[src/rtl/sequential_matrix_multiplier.sv]
// sequential_matrix_multiplier
//   Computes C = A x B for square N x N matrices, one multiply-accumulate per
//   clock. Operands are fetched from an external store through registered
//   read addresses; each finished element is presented on a strobe/ack
//   handshake in row-major order.
//
// Ports
//   clk             rising-edge clock
//   rst             asynchronous reset, active low
//   start           level request to begin one multiplication
//   a_in, b_in      A[a_i][a_j] and B[b_i][b_j], returned combinationally
//   z_ack           acknowledge of the presented result element
//   a_i,a_j,b_i,b_j registered read addresses for A and B
//   z_out,z_i,z_j   result element value and its row/column
//   z_stb           result valid strobe, held until acknowledged
//   done            whole product delivered; held while start stays high
module sequential_matrix_multiplier #(
  parameter int N  = 4,
  parameter int IW = 2,
  parameter int DW = 32
) (
  input  logic          clk,
  input  logic          rst,
  input  logic          start,
  input  logic [DW-1:0] a_in,
  input  logic [DW-1:0] b_in,
  input  logic          z_ack,
  output logic [IW-1:0] a_i,
  output logic [IW-1:0] a_j,
  output logic [IW-1:0] b_i,
  output logic [IW-1:0] b_j,
  output logic [DW-1:0] z_out,
  output logic [IW-1:0] z_i,
  output logic [IW-1:0] z_j,
  output logic          z_stb,
  output logic          done
);

  typedef enum logic [1:0] {
    IDLE,
    MAC,
    OUTPUT,
    DONE
  } state_t;

  localparam logic [IW-1:0] LAST  = IW'(N - 1);
  // k runs 0..N; k == N is the extra cycle that publishes the finished sum,
  // so it carries one bit more than the address fields.
  localparam logic [IW:0]   K_END = (IW + 1)'(N);

  state_t        state_q, state_d;
  logic [IW-1:0] i_q, i_d, j_q, j_d;
  logic [IW:0]   k_q, k_d;
  logic [DW-1:0] acc_q, acc_d;
  logic [DW-1:0] prod;

  logic [DW-1:0] z_out_d;
  logic [IW-1:0] z_i_d, z_j_d;
  logic          z_stb_d, done_d;
  logic [IW-1:0] a_i_d, a_j_d, b_i_d, b_j_d;

  // Product truncated to DW bits: low bits are identical for signed and
  // unsigned operands, giving two's-complement modulo-2^DW arithmetic.
  always_comb begin
    prod = a_in * b_in;
  end

  always_comb begin
    state_d = state_q;
    i_d     = i_q;
    j_d     = j_q;
    k_d     = k_q;
    acc_d   = acc_q;
    z_out_d = z_out;
    z_i_d   = z_i;
    z_j_d   = z_j;
    z_stb_d = z_stb;
    done_d  = done;

    unique case (state_q)
      IDLE: begin
        z_stb_d = 1'b0;
        done_d  = 1'b0;
        if (start) begin
          i_d     = '0;
          j_d     = '0;
          k_d     = '0;
          state_d = MAC;
        end
      end

      MAC: begin
        if (k_q != K_END) begin
          acc_d = (k_q == '0) ? prod : acc_q + prod;
          k_d   = k_q + 1'b1;
        end else begin
          z_out_d = acc_q;
          z_i_d   = i_q;
          z_j_d   = j_q;
          z_stb_d = 1'b1;
          k_d     = '0;
          state_d = OUTPUT;
        end
      end

      OUTPUT: begin
        if (z_ack) begin
          z_stb_d = 1'b0;
          if (i_q == LAST && j_q == LAST) begin
            done_d  = 1'b1;
            state_d = DONE;
          end else begin
            if (j_q == LAST) begin
              j_d = '0;
              i_d = i_q + 1'b1;
            end else begin
              j_d = j_q + 1'b1;
            end
            k_d     = '0;
            state_d = MAC;
          end
        end
      end

      DONE: begin
        z_stb_d = 1'b0;
        done_d  = 1'b1;
        if (!start) begin
          done_d  = 1'b0;
          state_d = IDLE;
        end
      end

      default: state_d = IDLE;
    endcase

    // Addresses are registered from the next-cycle indices so the operands
    // arrive in the same cycle the MAC consumes them. Outside MAC they park
    // at zero and stay put while a result waits for acknowledge.
    if (state_d == MAC) begin
      a_i_d = i_d;
      a_j_d = k_d[IW-1:0];
      b_i_d = k_d[IW-1:0];
      b_j_d = j_d;
    end else begin
      a_i_d = '0;
      a_j_d = '0;
      b_i_d = '0;
      b_j_d = '0;
    end
  end

  always_ff @(posedge clk or negedge rst) begin
    if (!rst) begin
      state_q <= IDLE;
      i_q     <= '0;
      j_q     <= '0;
      k_q     <= '0;
      acc_q   <= '0;
      z_out   <= '0;
      z_i     <= '0;
      z_j     <= '0;
      z_stb   <= 1'b0;
      done    <= 1'b0;
      a_i     <= '0;
      a_j     <= '0;
      b_i     <= '0;
      b_j     <= '0;
    end else begin
      state_q <= state_d;
      i_q     <= i_d;
      j_q     <= j_d;
      k_q     <= k_d;
      acc_q   <= acc_d;
      z_out   <= z_out_d;
      z_i     <= z_i_d;
      z_j     <= z_j_d;
      z_stb   <= z_stb_d;
      done    <= done_d;
      a_i     <= a_i_d;
      a_j     <= a_j_d;
      b_i     <= b_i_d;
      b_j     <= b_j_d;
    end
  end

endmodule

[config.mk]
export PLATFORM = sky130hd
export DESIGN_NAME = sequential_matrix_multiplier
export DESIGN_NICKNAME = d
export VERILOG_FILES = /design/src/rtl/sequential_matrix_multiplier.sv
export SDC_FILE = /design/constraint.sdc
export NUM_CORES = 1
export LEC_CHECK = 0
export ABC_AREA = 1
export CORE_UTILIZATION = 60
export DETAILED_ROUTE_END_ITERATION = 16
export DONT_BUFFER_PORTS = 1
export GPL_TIMING_DRIVEN = 1
export PLACE_DENSITY = 0.79
export RECOVER_POWER = 100
export SYNTH_ARGS = -nofsm -noshare
export SYNTH_HDL_FRONTEND = slang
export SYNTH_SLANG_ARGS = --single-unit
[constraint.sdc]
create_clock -name clk -period 2.25 [get_ports clk]
set_input_delay 0.3375 -clock clk [delete_from_list [all_inputs] [get_ports clk]]
set_output_delay 0.3375 -clock clk [all_outputs]
set_load 0.03 [all_outputs]
==> results of run 1 <==
==> how the worst max path moves through the flow <==
stage | from | to | slack (ps) | cells past startpoint
after CTS | a_in[27] | acc_q[31] | -4870 | 35
after detailed placement | b_in[8] | acc_q[31] | -5510 | 34
final | a_in[10] | acc_q[31] | -5140 | 31
after global routing | b_in[2] | acc_q[31] | -5390 | 36
after global placement | a_in[11] | acc_q[31] | -5490 | 32
after floorplan | b_in[7] | acc_q[29] | -5080 | 37
==> final cells by class <==
class	instances	area, µm²	share of cell area (%)
Multi-Input combinational cell	1901	19110	69.00
Inverter	820	3100	11.20
Timing Repair Buffer	295	2465	8.902
Sequential cell	85	2127	7.682
Tap cell	461	576.8	2.083
Clock buffer	10	239.0	0.8630
Clock inverter	6	76.32	0.2756
==> placed cells by master (no fill, tap or decap), drive strengths merged, types with 3 or more instances in the layout <==
master,instances
nand2,828
inv,822
fa,409
buf,293
ha,160
nand3,86
dfrtp,85
a21oi,80
nor2,76
o21ai,68
a31oi,30
xor2,28
mux2,26
xnor2,19
nor3,14
a21o,12
clkbuf,12
or2,11
nand4,10
o21a,9
nand3b,8
o21bai,5
o211ai,4
a21boi,4
clkinv,3
==> through the flow <==
stage	cell area [µm²]	instances	setup slack, ps	utilization (%)	hold slack [ps]
global route	27690	3578	-5393	77.10	-332.3
detailed placement	24470	3490	-5505	68.13	43.22
CTS	26440	3548	-4867	73.62	-325.8
floorplan	23080	2926	-5079	-	41.91
finish	27690	3578	-5136	77.10	-320.5
global placement	24470	3490	-5492	68.13	43.44
==> state kept, by name, indices dropped and copies added, names as in the netlist <==
register  cells
z_i           2
k_q           3
b_i           2
j_q           2
b_j           2
z_stb         1
i_q           2
state_q       2
acc_q        32
z_out        32
done          1
a_i           2
z_j           2
==> critical path, delay by kind of cell <==
family	cells	cell delay, ps
simple gates	8	720
xor+xnor	1	180
fa+ha+maj	10	4640
compound gates	6	1100
buf+inv	6	610
==> metal layers <==
metal  vias to the layer above  track usage [%]
met3                       433            8.036
met5                         -                0
met1                     10060            46.94
met4                         0            14.46
met2                      1481            61.99
li1                       8838                -
==> kinds of logic (layout without fill, tap and decap cells) <==
group | count (synthesis) | count (layout)
AOI/OAI and AO/OA | 224 | 224
DFF | 85 | 85
buffers and inverters | 940 | 1131
and+or+nand+nor | 1035 | 1035
adders and majority gates | 569 | 569
xor gates and xnor gates | 47 | 47
muxes | 26 | 26
==> what timing repair did <==
item,4_1_cts,5_1_grt
setup buffers,48,44
setup endpoints to repair,29,29
pin swaps,135,182
gates resized for setup,283,229
hold endpoints to repair,85,85
==> impl_metrics.tcl, run 1 <==
set metrics [dict create \
    status "complete, but fails checks" \
    failed_checks "hold timing, setup timing" \
    drive_above_1_share_pct 24.80 \
    async_reset_ff_share_pct 100.0 \
    gr-total-overflow 0 \
    synth.most_common_cell "nand2_1" \
    grt_pass1_vias 21770 \
    synth_cells 2926 \
    seq_area_frac_synth_pct 9.610 \
    ys_types 53 \
    synth-compound-area-share_pct 6.134 \
    r2r_start "acc_q[0]" \
    die_x_um 194.1 \
    synth_ff_type "dfrtp_1" \
    skew_ps 13.72 \
    hold_viol 85 \
    grt_usage_pct 37.03 \
    synth-edff-count 0 \
    max-slew-margin-rel_pct 64.01 \
    timing.final.crit_share_pct 328.3 \
    die_h_um 194.1 \
    clock_latency_ps 350 \
    fin_nets 3749 \
    drtIter0Drc 2154 \
    fill_cells 2237 \
    startpoint_type "input pin" \
    syn_avg_cell_area_um2 7.564 \
    finalMaxSlewViolations 0 \
    clk_pin_slew_ps 80 \
    first_pass_iters 8 \
    cp_slowest_cell "fa_1" \
    wl_um 75250 \
    ys_ff_latch 85 \
    placementRows 69 \
    synthTopCellsByArea "fa_1 37%, nand2_1 14%, inv_1 14%" \
    cp.required_ps 2490 \
    cpMostUsedCell "fa_1" \
    dpl.hpwl_um 50390 \
    die_area_mm2 0.03766 \
    synth_top_area_share_pct 36.99 \
    cts-htree-levels 3 \
    yosys.area_share.simple_pct 18.73 \
    cts_buffer_depth 2 \
    clock_sinks 85 \
    worstMarginPinSlew_ps 540.2 \
    pin_count 114 \
    antenna_left 0 \
    timing.final.ws_setup_ps -5136 \
    initial_utilization_pct 61.63 \
    cts_inserted_buffers 9 \
    fmax_mhz 135.4 \
    setup-violations-final 29 \
    place.gp.congestion 0.9473 \
    setup_tns_ps -115210 \
    hold_class "input pin to async pin" \
    cpPeakStageDelay_ps 750 \
    syn_area_mm2 0.02213 \
    area_growth_pct 25.11 \
    ys_top_cells_by_count "821 x nand2_1, 816 x inv_1, 409 x fa_1" \
    r2r_slack_ps -470 \
    wl_met2_um 35300 \
    reg2reg_to "acc_q[30]" \
    drc 0 \
    wl_met3_um 8760 \
    drv_cap 0 \
    antenna_found_initial 0 \
    grt_setup_unrepaired "yes" \
    whs_ps -320.5 \
    cts_tree "yes" \
    synthAdderAreaFrac_pct 46.04 \
    grt_pass1_wl_um 110200 \
    netlist.top_cell.by_area "fa_1" \
    syn-num-nets 3563 \
    ys_warn_count 0 \
    core_mm2 0.03591 \
    period_needed_ps 7386 \
    reg2regPathDepth 15 \
    synth_xor_area_share_pct 1.894 \
    top_layer "met4" \
    antenna_cells 0 \
    grt_max_degree 86 \
    worstSetupEndpointType "flop" \
    synth_top_family_by_area "adder cells" \
    path_max_fanout 23 \
    worstSetupPathType "input pin to flop" \
    crit_arrival_ps 7630 \
    vias 20810 \
    synthMuxAreaShare_pct 1.323 \
    avgRoutedWirePerCell_um 21.03 \
    vias_per_cell 5.816 \
    met1_length_um 26650 \
    clockRootBuffer "clkbuf_16" \
    port_buffers 0 \
]
Power of run 1 is left out: the tool's default activity adds up to more than one toggle a clock period on the data nets, which glitch-free logic cannot reach.
==> run 2: changes to the inputs <==
- SKIP_CTS_REPAIR_TIMING: unset -> 1
==> run 2 against run 1 <==
The flow still finishes with violations (hold timing, setup timing). Non-clock buffer count is 26 lower. Routed wire length shrank 6.9%. Hold slack got worse by 7.1 ps. Worst setup slack got worse by 50 ps. Global-route usage fell by 2.8 points. Sequential share of layout area rose by 0.13 points. Die area did not move. Via count shrank 2.7%. Cell count decreased by 0.73%. Critical endpoint is now acc_q[29]. Flip-flop and latch count unchanged. Critical path depth is 2 higher. Core utilization shrank 1.3 points.
==> impl_metrics.tcl, run 2 (synthesis gave the netlist of run 1 again) <==
set metrics [dict create \
    timing.final.ws_setup_ps -5186 \
    status "complete, but fails checks" \
    whs_ps -327.6 \
    clockRootBuffer "clkbuf_16" \
    avgRoutedWirePerCell_um 19.73 \
    drtIter0Drc 1736 \
    biggestRegsByFlops "acc_q x32, z_out x32, k_q x3" \
    setup_tns_ps -114700 \
    drc 0 \
    die_x_um 194.1 \
    clock_sinks 85 \
    die_h_um 194.1 \
    area_growth_pct 23.07 \
    fill_cells 2339 \
    antenna_found_initial 0 \
    placementRows 69 \
    fmax_mhz 134.5 \
    core_mm2 0.03591 \
    period_needed_ps 7436 \
    crit_arrival_ps 7690 \
    dpl.hpwl_um 50390 \
    gr-total-overflow 0 \
    skew_ps 16.00 \
    port_buffers 0 \
    max-slew-margin-rel_pct 63.91 \
    cts_tree "yes" \
    vias_per_cell 5.699 \
    startpoint_type "input pin" \
    cpPeakStageDelay_ps 630 \
    grt_max_degree 86 \
    critPathTopFamily "adder cells" \
    vias 20240 \
    cp_slowest_cell "fa_1" \
    worstMarginPinSlew_ps 541.7 \
    drive_above_1_share_pct 23.26 \
    wl_um 70080 \
    cts_inserted_buffers 9 \
    final_cell_mix "758 x nand2_1, 750 x inv_1, 397 x fa_1" \
    clk_pin_slew_ps 80 \
    worstSetupEndpointType "flop" \
    cp.required_ps 2510 \
    initial_utilization_pct 61.63 \
    first_pass_iters 6 \
    cts_buffer_depth 2 \
    grt_pass1_wl_um 102500 \
    worstSetupPathType "input pin to flop" \
    die_area_mm2 0.03766 \
    clock_latency_ps 360 \
    grt_setup_unrepaired "yes" \
    hold_viol 85 \
    drv_cap 0 \
    setup-violations-final 29 \
    grt_usage_pct 34.27 \
    failed_checks "hold timing, setup timing" \
    fin_nets 3723 \
    place.gp.congestion 0.9473 \
    pin_count 114 \
    hold_class "input pin to async pin" \
    grt_pass1_vias 20570 \
    timing.final.crit_share_pct 330.5 \
    cpMostUsedCell "fa_1" \
    antenna_left 0 \
    antenna_cells 0 \
    cts-htree-levels 3 \
    finalMaxSlewViolations 0 \
    layout.cells.most_common "nand2_1" \
    crit_buf_inv 5 \
    path_max_fanout 28 \
]
-- run 2: cell count changes in the layout (fill, tap and decap cells not counted), sizes merged --
cell  before  now
buf      293  267
-- run 2: per-stage QoR --
stage                     setup WS (ps)  instances  util (%)  cell area (µm²)
after floorplan                   -5079       2926         -            23080
after global placement            -5492       3490     68.13            24470
after detailed placement          -5505       3490     68.13            24470
after CTS                         -5169       3506     69.00            24780
after global routing              -5514       3552     75.84            27240
final                             -5186       3552     75.84            27240
-- run 2: metal layers --
layer	vias to the layer above	share of wire, %	GRT usage (%)
met2	1306	47	56.63
met1	9825	36	46.06
li1	8793	-	-
met3	318	11	6.332
met4	0	5.1	10.26
met5	-	0	0
-- run 2: path summary, 6_finish.rpt --
check                      startpoint          to  slack (ps)  cells after the start
setup / recovery              b_in[4]   acc_q[29]       -5190                     33
hold / removal                    rst   acc_q[12]        -330                      0
setup reg to reg             acc_q[0]   acc_q[10]        -570                     13
hold reg to reg                k_q[0]      k_q[0]         540                      1
max in group asynchronous         rst   acc_q[22]        2450                      0
min in group clk                start  state_q[0]         190                      2
-- run 2: area by class of cell --
class | instances | area, µm² | area share (%)
clock buffer | 10 | 239.0 | 0.8774
clock inverter | 6 | 76.32 | 0.2802
inverter | 820 | 3105 | 11.40
multi-input combinational | 1901 | 18890 | 69.35
sequential | 85 | 2127 | 7.809
tap | 461 | 576.8 | 2.118
timing repair buffer | 269 | 2225 | 8.167
Power of run 2 is left out for the same reason.
==> run 3: changes to the inputs <==
- CTS_BUF_LIST: unset -> sky130_fd_sc_hd__clkbuf_4 sky130_fd_sc_hd__clkbuf_8
==> run 3 against run 2 <==
The flow still finishes with violations (hold timing, setup timing). Critical path depth up 3. Maximum frequency up 2.9%. Register-to-register slack better by 120 ps. Sequential share of layout area up 0.062 points. Clock-buffer cell count unchanged. First-iteration DRC count up 1.2%. Die area unchanged. Hold slack worse by 44 ps. Core utilization down 0.60 points. Final area down 0.79%. Worst setup slack better by 210 ps. Clock skew up 2.9 ps.
==> impl_metrics.tcl, run 3 (synthesis gave the netlist of run 1 again) <==
set metrics [dict create \
    placementRows 69 \
    hold_viol 85 \
    crit_path_start "a_in[11]" \
    wl_um 67700 \
    dp_slack_ps -5505 \
    hold_class "input pin to async pin" \
    drc 0 \
    antenna_found_initial 0 \
    clock_latency_ps 390 \
    gr-total-overflow 0 \
    grt_usage_pct 34.27 \
    die_h_um 194.1 \
    first_pass_iters 6 \
    worstMarginPinSlew_ps 541.1 \
    cts_buffer_depth 2 \
    area_growth_pct 22.10 \
    cts-htree-levels 3 \
    setup-violations-final 29 \
    setup_tns_ps -112550 \
    final_cell_mix "762 x nand2_1, 754 x inv_1, 394 x fa_1" \
    place.gp.congestion 0.9473 \
    vias 19840 \
    cpPeakStageDelay_ps 540 \
    avgRoutedWirePerCell_um 19.07 \
    cts_tree "yes" \
    crit_arrival_ps 7520 \
    clock_sinks 85 \
    path_max_fanout 22 \
    drv_cap 0 \
    pin_count 114 \
    grt_pass1_vias 20550 \
    grt_max_degree 86 \
    port_buffers 0 \
    worstSetupEndpointType "flop" \
    startpoint_type "input pin" \
    biggestRegsByFlops "acc_q x32, z_out x32, k_q x3" \
    core_mm2 0.03591 \
    timing.final.crit_share_pct 321.3 \
    initial_utilization_pct 61.63 \
    grt_setup_unrepaired "yes" \
    timing.final.ws_setup_ps -4979 \
    whs_ps -372.0 \
    layout.cells.most_common "nand2_1" \
    dpl.hpwl_um 50390 \
    max-slew-margin-rel_pct 63.95 \
    grt_pass1_wl_um 102400 \
    finalMaxSlewViolations 0 \
    status "complete, but fails checks" \
    cp.required_ps 2550 \
    drtIter0Drc 1756 \
    fin_nets 3722 \
    die_area_mm2 0.03766 \
    cpMostUsedCell "fa_1" \
    r2r_start "acc_q[0]" \
    worstSetupPathType "input pin to flop" \
    clk_pin_slew_ps 110 \
    antenna_left 0 \
    skew_ps 18.95 \
    cts_inserted_buffers 9 \
    drive_above_1_share_pct 22.85 \
    antenna_cells 0 \
    vias_per_cell 5.587 \
    die_x_um 194.1 \
    clockRootBuffer "clkbuf_8" \
    failed_checks "hold timing, setup timing" \
    period_needed_ps 7229 \
    fmax_mhz 138.3 \
    cp_slowest_cell "fa_1" \
]
==> run 3: cell types whose count changed in the layout (fill, tap and decap cells not counted), sizes merged <==
cell | previous run | this run
buf | 267 | 266
==> run 3: path summary, 6_finish.rpt <==
check,slack [ps],cells after the start,endpoint
min reg2reg,530,2,acc_q[31]
min,-370,0,acc_q[1]
max,-4980,36,acc_q[29]
max in group asynchronous,2480,0,i_q[1]
max reg2reg,-450,14,acc_q[22]
min in group clk,140,2,state_q[0]
==> run 3: area by class of cell <==
type	count	area, µm²
Clock inverter	6	76.32
Fill cell	2372	8891
Clock buffer	10	137.6
Tap cell	461	576.8
Inverter	820	3100
Multi-Input combinational cell	1901	18830
Timing Repair Buffer	268	2176
Sequential cell	85	2127
==> run 3: worst max-delay path, delay by kind of cell <==
kind                     cells  cell delay [ps]
AO/OA/AOI/OAI                4              320
XOR/XNOR                     1              190
adder cells (fa/ha/maj)     10             4650
buffers and inverters        8              570
AND/OR/NAND/NOR             13             1420
==> run 3: layer usage <==
metal | vias to the layer above | part of all wire, % | wire, µm | global-route usage (%)
li1 | 8786 | - | - | -
met1 | 9696 | 38 | 25560 | 45.74
met2 | 1115 | 48 | 32550 | 56.66
met3 | 241 | 10 | 6887 | 6.732
met4 | 0 | 4.0 | 2702 | 10.32
met5 | - | 0 | 0 | 0
==> run 3: through the flow <==
step	utilization (%)	hold slack, ps	area (µm²)	cells
floorplan	-	41.91	23080	2926
global placement	68.13	43.44	24470	3490
detailed placement	68.13	43.22	24470	3490
CTS	68.72	-372.0	24680	3506
global route	75.24	-385.6	27020	3551
finish	75.24	-372.0	27020	3551
Power of run 3 is left out for the same reason.
